<file path="src/rtl/exp_3x3_ker_read_cont.sv">
// Read-side controller for the double-buffered expand-3x3 kernel RAMs.
// Latency: a word reaches ker_data_o two cycles after its rd_en (RAM + skid capture).
// Backpressure: a 2-entry skid buffer with credit-gated reads; outputs hold while ker_ready_i=0.
//
// Ports:
//   clk_i, rst_i (async, active-high), start_i (1-cycle, samples the config inputs)
//   one_exp3_ker_addr_limit_i / exp3_ker_depth_i / layer_dimension_i : layer config
//   layer_N_ready_i / layer_N_done_o : buffer handshake with the write controller
//   exp_3x3_ram_rd_addr_o / _rd_en_o / exp_3x3_ram_N_rd_data_i : shared RAM read port
//   ker_data_o / ker_valid_o / ker_ready_i / ker_last_depth_o / ker_last_buf_o : kernel stream
//   fire_done_o : every kernel group consumed, held until the next start_i
module exp_3x3_ker_read_cont #(
  parameter int ADDR_W  = 7,
  parameter int DATA_W  = 72,
  parameter int L2_BASE = 64
) (
  input  logic                clk_i,
  input  logic                rst_i,
  input  logic                start_i,
  input  logic [6:0]          one_exp3_ker_addr_limit_i,
  input  logic [5:0]          exp3_ker_depth_i,
  input  logic [6:0]          layer_dimension_i,
  input  logic                layer_1_ready_i,
  output logic                layer_1_done_o,
  input  logic                layer_2_ready_i,
  output logic                layer_2_done_o,
  output logic [ADDR_W-1:0]   exp_3x3_ram_rd_addr_o,
  output logic                exp_3x3_ram_rd_en_o,
  input  logic [DATA_W-1:0]   exp_3x3_ram_1_rd_data_i,
  input  logic [DATA_W-1:0]   exp_3x3_ram_2_rd_data_i,
  input  logic [DATA_W-1:0]   exp_3x3_ram_3_rd_data_i,
  input  logic [DATA_W-1:0]   exp_3x3_ram_4_rd_data_i,
  output logic [4*DATA_W-1:0] ker_data_o,
  output logic                ker_valid_o,
  input  logic                ker_ready_i,
  output logic                ker_last_depth_o,
  output logic                ker_last_buf_o,
  output logic                fire_done_o
);

  typedef enum logic [2:0] {
    S_IDLE,
    S_WAIT_BUF,
    S_READ,
    S_DRAIN,
    S_DONE
  } state_t;

  // One skid entry: flags travel alongside the four concatenated RAM words.
  typedef struct packed {
    logic                lb;
    logic                ld;
    logic [4*DATA_W-1:0] dat;
  } entry_t;

  state_t      r_state;
  logic        r_sel;          // 0 = layer-1 buffer, 1 = layer-2 buffer
  logic [5:0]  r_slice;
  logic [6:0]  r_pass;
  logic [6:0]  r_group;
  logic [5:0]  r_depth;
  logic [6:0]  r_dim;
  logic [6:0]  r_limit;
  logic        r_done1;
  logic        r_done2;
  logic        r_fire_done;

  // Return-path tracking: r_ret_vld marks that RAM data is on the read-data
  // inputs this cycle, with its flags captured at issue time.
  logic        r_ret_vld;
  logic        r_ret_ld;
  logic        r_ret_lb;

  entry_t      r_e0;           // head entry, drives the stream outputs
  entry_t      r_e1;
  logic [1:0]  r_cnt;

  logic              w_pop;
  logic              w_push;
  logic              w_credit;
  logic              w_rd_en;
  logic              w_last_slice;
  logic              w_last_pass;
  logic              w_buf_ready;
  logic [ADDR_W-1:0] w_base;
  entry_t            w_new;

  assign w_pop  = (r_cnt != 2'd0) && ker_ready_i;
  assign w_push = r_ret_vld;

  // Credit counts the word already returning plus skid occupancy after this
  // cycle's pop. Counting the pop lets a read issue in the same cycle a word
  // leaves, which is what sustains one word per cycle with only two entries.
  assign w_credit = ({1'b0, r_cnt} - {2'b00, w_pop} + {2'b00, r_ret_vld}) < 3'd2;

  // start_i suppresses the read so nothing issued in that cycle can return
  // into the freshly cleared skid buffer.
  assign w_rd_en = (r_state == S_READ) && w_credit && !start_i;

  assign w_last_slice = (r_slice == r_depth);
  assign w_last_pass  = (r_pass == r_dim);
  assign w_buf_ready  = r_sel ? layer_2_ready_i : layer_1_ready_i;
  assign w_base       = r_sel ? ADDR_W'(L2_BASE) : '0;

  assign w_new.lb  = r_ret_lb;
  assign w_new.ld  = r_ret_ld;
  assign w_new.dat = {exp_3x3_ram_4_rd_data_i, exp_3x3_ram_3_rd_data_i,
                      exp_3x3_ram_2_rd_data_i, exp_3x3_ram_1_rd_data_i};

  assign exp_3x3_ram_rd_en_o   = w_rd_en;
  assign exp_3x3_ram_rd_addr_o = w_base + ADDR_W'(r_slice);
  assign ker_valid_o           = (r_cnt != 2'd0);
  assign ker_data_o            = r_e0.dat;
  assign ker_last_depth_o      = ker_valid_o && r_e0.ld;
  assign ker_last_buf_o        = ker_valid_o && r_e0.lb;
  assign layer_1_done_o        = r_done1;
  assign layer_2_done_o        = r_done2;
  assign fire_done_o           = r_fire_done;

  // Control FSM with address counters and registered done pulses.
  always_ff @(posedge clk_i or posedge rst_i) begin
    if (rst_i) begin
      r_state     <= S_IDLE;
      r_sel       <= 1'b0;
      r_slice     <= '0;
      r_pass      <= '0;
      r_group     <= '0;
      r_depth     <= '0;
      r_dim       <= '0;
      r_limit     <= '0;
      r_done1     <= 1'b0;
      r_done2     <= 1'b0;
      r_fire_done <= 1'b0;
      r_ret_vld   <= 1'b0;
      r_ret_ld    <= 1'b0;
      r_ret_lb    <= 1'b0;
    end else if (start_i) begin
      r_state     <= (one_exp3_ker_addr_limit_i == 7'd0) ? S_DONE : S_WAIT_BUF;
      r_fire_done <= (one_exp3_ker_addr_limit_i == 7'd0);
      r_sel       <= 1'b0;
      r_slice     <= '0;
      r_pass      <= '0;
      r_group     <= '0;
      r_depth     <= exp3_ker_depth_i;
      r_dim       <= layer_dimension_i;
      r_limit     <= one_exp3_ker_addr_limit_i;
      r_done1     <= 1'b0;
      r_done2     <= 1'b0;
      r_ret_vld   <= 1'b0;
      r_ret_ld    <= 1'b0;
      r_ret_lb    <= 1'b0;
    end else begin
      r_done1   <= 1'b0;
      r_done2   <= 1'b0;
      r_ret_vld <= w_rd_en;
      r_ret_ld  <= w_last_slice;
      r_ret_lb  <= w_last_slice && w_last_pass;
      case (r_state)
        S_WAIT_BUF: begin
          if (w_buf_ready) begin
            r_state <= S_READ;
          end
        end
        S_READ: begin
          if (w_rd_en) begin
            if (w_last_slice) begin
              r_slice <= '0;
              if (w_last_pass) begin
                r_pass  <= '0;
                r_state <= S_DRAIN;
              end else begin
                r_pass <= r_pass + 7'd1;
              end
            end else begin
              r_slice <= r_slice + 6'd1;
            end
          end
        end
        S_DRAIN: begin
          // Release only once every word of this buffer has been handed off.
          if (!r_ret_vld && (r_cnt == 2'd0)) begin
            r_done1 <= !r_sel;
            r_done2 <= r_sel;
            r_sel   <= !r_sel;
            r_group <= r_group + 7'd1;
            if (r_group == (r_limit - 7'd1)) begin
              r_state     <= S_DONE;
              r_fire_done <= 1'b1;
            end else begin
              r_state <= S_WAIT_BUF;
            end
          end
        end
        default: begin
        end
      endcase
    end
  end

  // Two-entry skid buffer; r_e0 is always the oldest word.
  always_ff @(posedge clk_i or posedge rst_i) begin
    if (rst_i) begin
      r_e0  <= '0;
      r_e1  <= '0;
      r_cnt <= 2'd0;
    end else if (start_i) begin
      r_cnt <= 2'd0;
    end else begin
      case ({w_push, w_pop})
        2'b10: begin
          if (r_cnt == 2'd0) r_e0 <= w_new;
          else               r_e1 <= w_new;
          r_cnt <= r_cnt + 2'd1;
        end
        2'b01: begin
          r_e0  <= r_e1;
          r_cnt <= r_cnt - 2'd1;
        end
        2'b11: begin
          if (r_cnt == 2'd1) begin
            r_e0 <= w_new;
          end else begin
            r_e0 <= r_e1;
            r_e1 <= w_new;
          end
        end
        default: begin
        end
      endcase
    end
  end

endmodule

</file>
<file path="config.mk">
export PLATFORM = sky130hd
export DESIGN_NAME = exp_3x3_ker_read_cont
export DESIGN_NICKNAME = d
export VERILOG_FILES = /design/src/rtl/exp_3x3_ker_read_cont.sv
export SDC_FILE = /design/constraint.sdc
export NUM_CORES = 1
export LEC_CHECK = 0
export CORE_AREA = 2 2 242 244
export CTS_BUF_LIST = sky130_fd_sc_hd__clkbuf_2 sky130_fd_sc_hd__clkbuf_4 sky130_fd_sc_hd__clkbuf_8
export CTS_CLUSTER_DIAMETER = 40
export DETAILED_ROUTE_END_ITERATION = 7
export DIE_AREA = 0 0 244 246
export GPL_TIMING_DRIVEN = 0
export PLACE_DENSITY = 0.78
export SKIP_LAST_GASP = 1
export SYNTH_ARGS = -nofsm -noshare
export SYNTH_HDL_FRONTEND = slang
export SYNTH_SLANG_ARGS = --single-unit
</file>
<file path="constraint.sdc">
create_clock -name clk_i -period 32.9 [get_ports clk_i]
set_clock_uncertainty 0.05 [all_clocks]
set_input_delay 8.225 -clock clk_i [delete_from_list [all_inputs] [get_ports clk_i]]
set_output_delay 8.225 -clock clk_i [all_outputs]
set_load 0.1 [all_outputs]
</file>
==> flow_summary.ini <==
[status]
status = completed

[setup_path]
r2r_cells = 13
cp-start-kind = primary input
worstPathRequired_ps = 24620
crit_arrival_ps = 11510
critical_path.endpoint_type = primary output
cp_max_fo = 9
critPathKind = in -> out

[yosys]
ys_ff_latch = 632
synth_cell_type_count = 47
yosys-top-cells-area = dfrtp_1 55%, mux2_2 12%, nand2_1 7.9%
synthesis.nets = 3076
synth_top_area_share_pct = 55.4
avgSynthCellArea_sq_um = 10.4
syn_area_sq_um = 28500
ys_warn_count = 0
synthCells = 2755
yosys.area.top_type = dfrtp_1
yosysSeqAreaShare_pct = 55.4

[floorplan]
core_sq_um = 57400
pin_count = 616
die_w_um = 244
initial_utilization_pct = 49.7
die_area_sq_um = 60000
die_h_um = 246
std_cell_rows = 88

[worst_hold_path]
min_path_type = reg -> reg
min_path_cells = 1

[grt]
overflow = 0
antenna_found_initial = 25
grt_pass1_vias = 22189
grt_max_degree = 128
grt_usage_pct = 27.3
grt_pass1_wl_um = 126000

[clock_network]
clk_latency_ps = 710
cts_buffer_depth = 3
clk_pin_slew_ps = 50
hold_buffers = 0
cts_tree = built
numCtsBuffers = 110
clock_sinks = 632
h-tree-depth = 3
ctsResizeCount = 0
clock-root-buffer = clkbuf_8
postCtsSetupRepairBufs = 0

[final_layout]
fill_cells = 4404
final_net_count = 3808
area_growth_pct = 34.4
drive_gt1_share_pct = 24.4
post-route-util_pct = 66.8

[sta]
fmax_mhz = 50.5
setup_slack_ps = 13110
slew_violations = 0
setup_viol = 0
rsz0062_at_grt = no
period_needed_ps = 19790
final.setup.tns_ps = 0
hold_viol = 0
slew_headroom_pct = 23.2
fin_crit_sh_pct = 60.1
tightestPinTransition_ps = 1150

[drt]
drtPass1Iterations = 5
drt_iter0_drc = 1408
viasPerCell = 5.15
wl_um = 82900
remaining_drc_errors = 0
ant_nets = 0
vias = 22412
avgRoutedWirePerCell_um = 19.1

[placed_design]
portBuffers = 615
dpl.hpwl_um = 59800
place_worst_setup_slack_ps = 13100
gp_congestion = 0.876

[job]
drv_cap = 0
[cell type report]
type                    count  area [sq um]  share of cell area [%]
inverters                  11          48.8                   0.127
clock inverters            32           424                    1.11
multi-input cells        1653          9780                    25.5
repair buffers            620          6290                    16.4
well taps                 765           957                    2.50
plain buffers             459          2890                    7.54
diodes                     17          42.5                   0.111
flip-flops and latches    632         15800                    41.2
clock buffers             161          2100                    5.47
[layout by cell type, fill, tap and decap left out, types with 3 or more instances in the layout]
cell | synthesis | layout
inv_1 | 11 | 10
a21oi_1 | 17 | 17
nor3b_1 | 3 | 3
ha_1 | 6 | 6
nor3_1 | 8 | 8
bufinv_16 | 0 | 9
xnor2_1 | 22 | 22
dfrtp_1 | 632 | 632
buf_4 | 289 | 289
mux2_2 | 308 | 308
nor4_1 | 4 | 4
nand2b_1 | 3 | 3
nand2_1 | 599 | 599
nand3_1 | 6 | 6
xor2_1 | 12 | 12
clkinvlp_4 | 0 | 6
and3_1 | 3 | 3
o21ai_0 | 13 | 13
buf_16 | 0 | 5
clkbuf_1 | 98 | 98
clkbuf_4 | 0 | 19
clkinv_2 | 0 | 12
buf_2 | 66 | 66
inv_8 | 0 | 3
clkdlybuf4s50_1 | 0 | 615
nor2b_1 | 5 | 5
clkbuf_8 | 0 | 142
buf_1 | 6 | 6
or3_1 | 4 | 4
nand4_1 | 5 | 5
nor2_1 | 315 | 315
a31oi_1 | 291 | 291
diode_2 | 0 | 17
[per-layer routing]
layer  track usage, %  wire, um  vias up
met2             45.3     40000      783
li1                 -         -    10479
met4             13.6      3860       14
met3             8.42      7220      201
met1             32.3     31700    10935
met5                0        92        -
[kinds of logic after synthesis]
family	Yosys count	synth area share, %
and+or+nand+nor	969	13.3
DFF	632	55.4
buffers and inverters	470	10.3
AOI/OAI and AO/OA	332	7.27
muxes	310	12.2
xor gates and xnor gates	35	1.10
adders and majority gates	7	0.333
[cells in the mapped netlist, drive strengths merged]
cell type / count
nand3b: 1
or3: 4
or2: 1
o31ai: 1
a21o: 1
a21boi: 2
nor2: 316
nor4: 4
nand3: 6
xor2: 12
clkbuf: 98
a31oi: 291
nor3: 10
nand4bb: 1
fa: 1
nand2: 599
xnor2: 23
dfrtp: 632
nor4b: 2
o41ai: 1
nor3b: 3
a21oi: 17
inv: 11
o41a: 1
o31a: 1
o2bb2ai: 1
o311ai: 1
and2: 2
a211oi: 1
nand2b: 3
o21ai: 13
or3b: 2
nor2b: 6
a221oi: 1
nand4: 6
mux2i: 2
and3: 3
buf: 361
ha: 6
mux2: 308
[worst paths after layout]
path	start	endpoint	slack (ps)
setup / recovery	ker_ready_i	exp_3x3_ram_rd_en_o	13110
hold / removal	r_e1[220]$_DFFE_PP0P_	r_e1[220]$_DFFE_PP0P_	450
setup reg to reg	r_cnt[1]$_DFFE_PP0P_	r_pass[6]$_DFFE_PP0P_	29400
hold reg to reg	r_e1[220]$_DFFE_PP0P_	r_e1[220]$_DFFE_PP0P_	450
max in group asynchronous	rst_i	r_cnt[1]$_DFFE_PP0P_	23320
min in group asynchronous	rst_i	ker_data_o[115]$_DFFE_PP0P_	7920
[stage by stage]
| stage | cell area [sq um] | instances | hold WS [ps] |
|---|---|---|---|
| floorplan | 28500 | 2755 | 429 |
| global placement | 35600 | 4135 | 436 |
| detailed placement | 35800 | 4140 | 442 |
| global route | 38300 | 4346 | 461 |
| CTS | 38300 | 4333 | 455 |
| finish | 38300 | 4350 | 452 |
[worst max-delay path: stages]
cell	delay, ps
clkdlybuf4s50_1	500
nand2b_1	70
buf_2	170
xnor2_1	230
nand2_1	110
fa_1	420
xnor2_2	240
nand4_4	200
nor2_1	170
clkdlybuf4s50_1	1180
[state kept, by name, indices dropped and copies added (netlist names)]
| signal | cells |
|---|---|
| r_e1 | 290 |
| ker_data_o | 288 |
| r_dim | 7 |
| r_group | 7 |
| r_limit | 7 |
| r_pass | 7 |
| r_depth | 6 |
| r_slice | 6 |
| r_state | 3 |
| r_cnt | 2 |
| r_e0 | 2 |
| fire_done_o | 1 |
| layer_1_done_o | 1 |
| layer_2_done_o | 1 |
| r_ret_lb | 1 |
| r_ret_ld | 1 |
| r_ret_vld | 1 |
| r_sel | 1 |
Power is left out: the tool's default activity adds up to more than one toggle a clock period on the data nets, which glitch-free logic cannot reach.
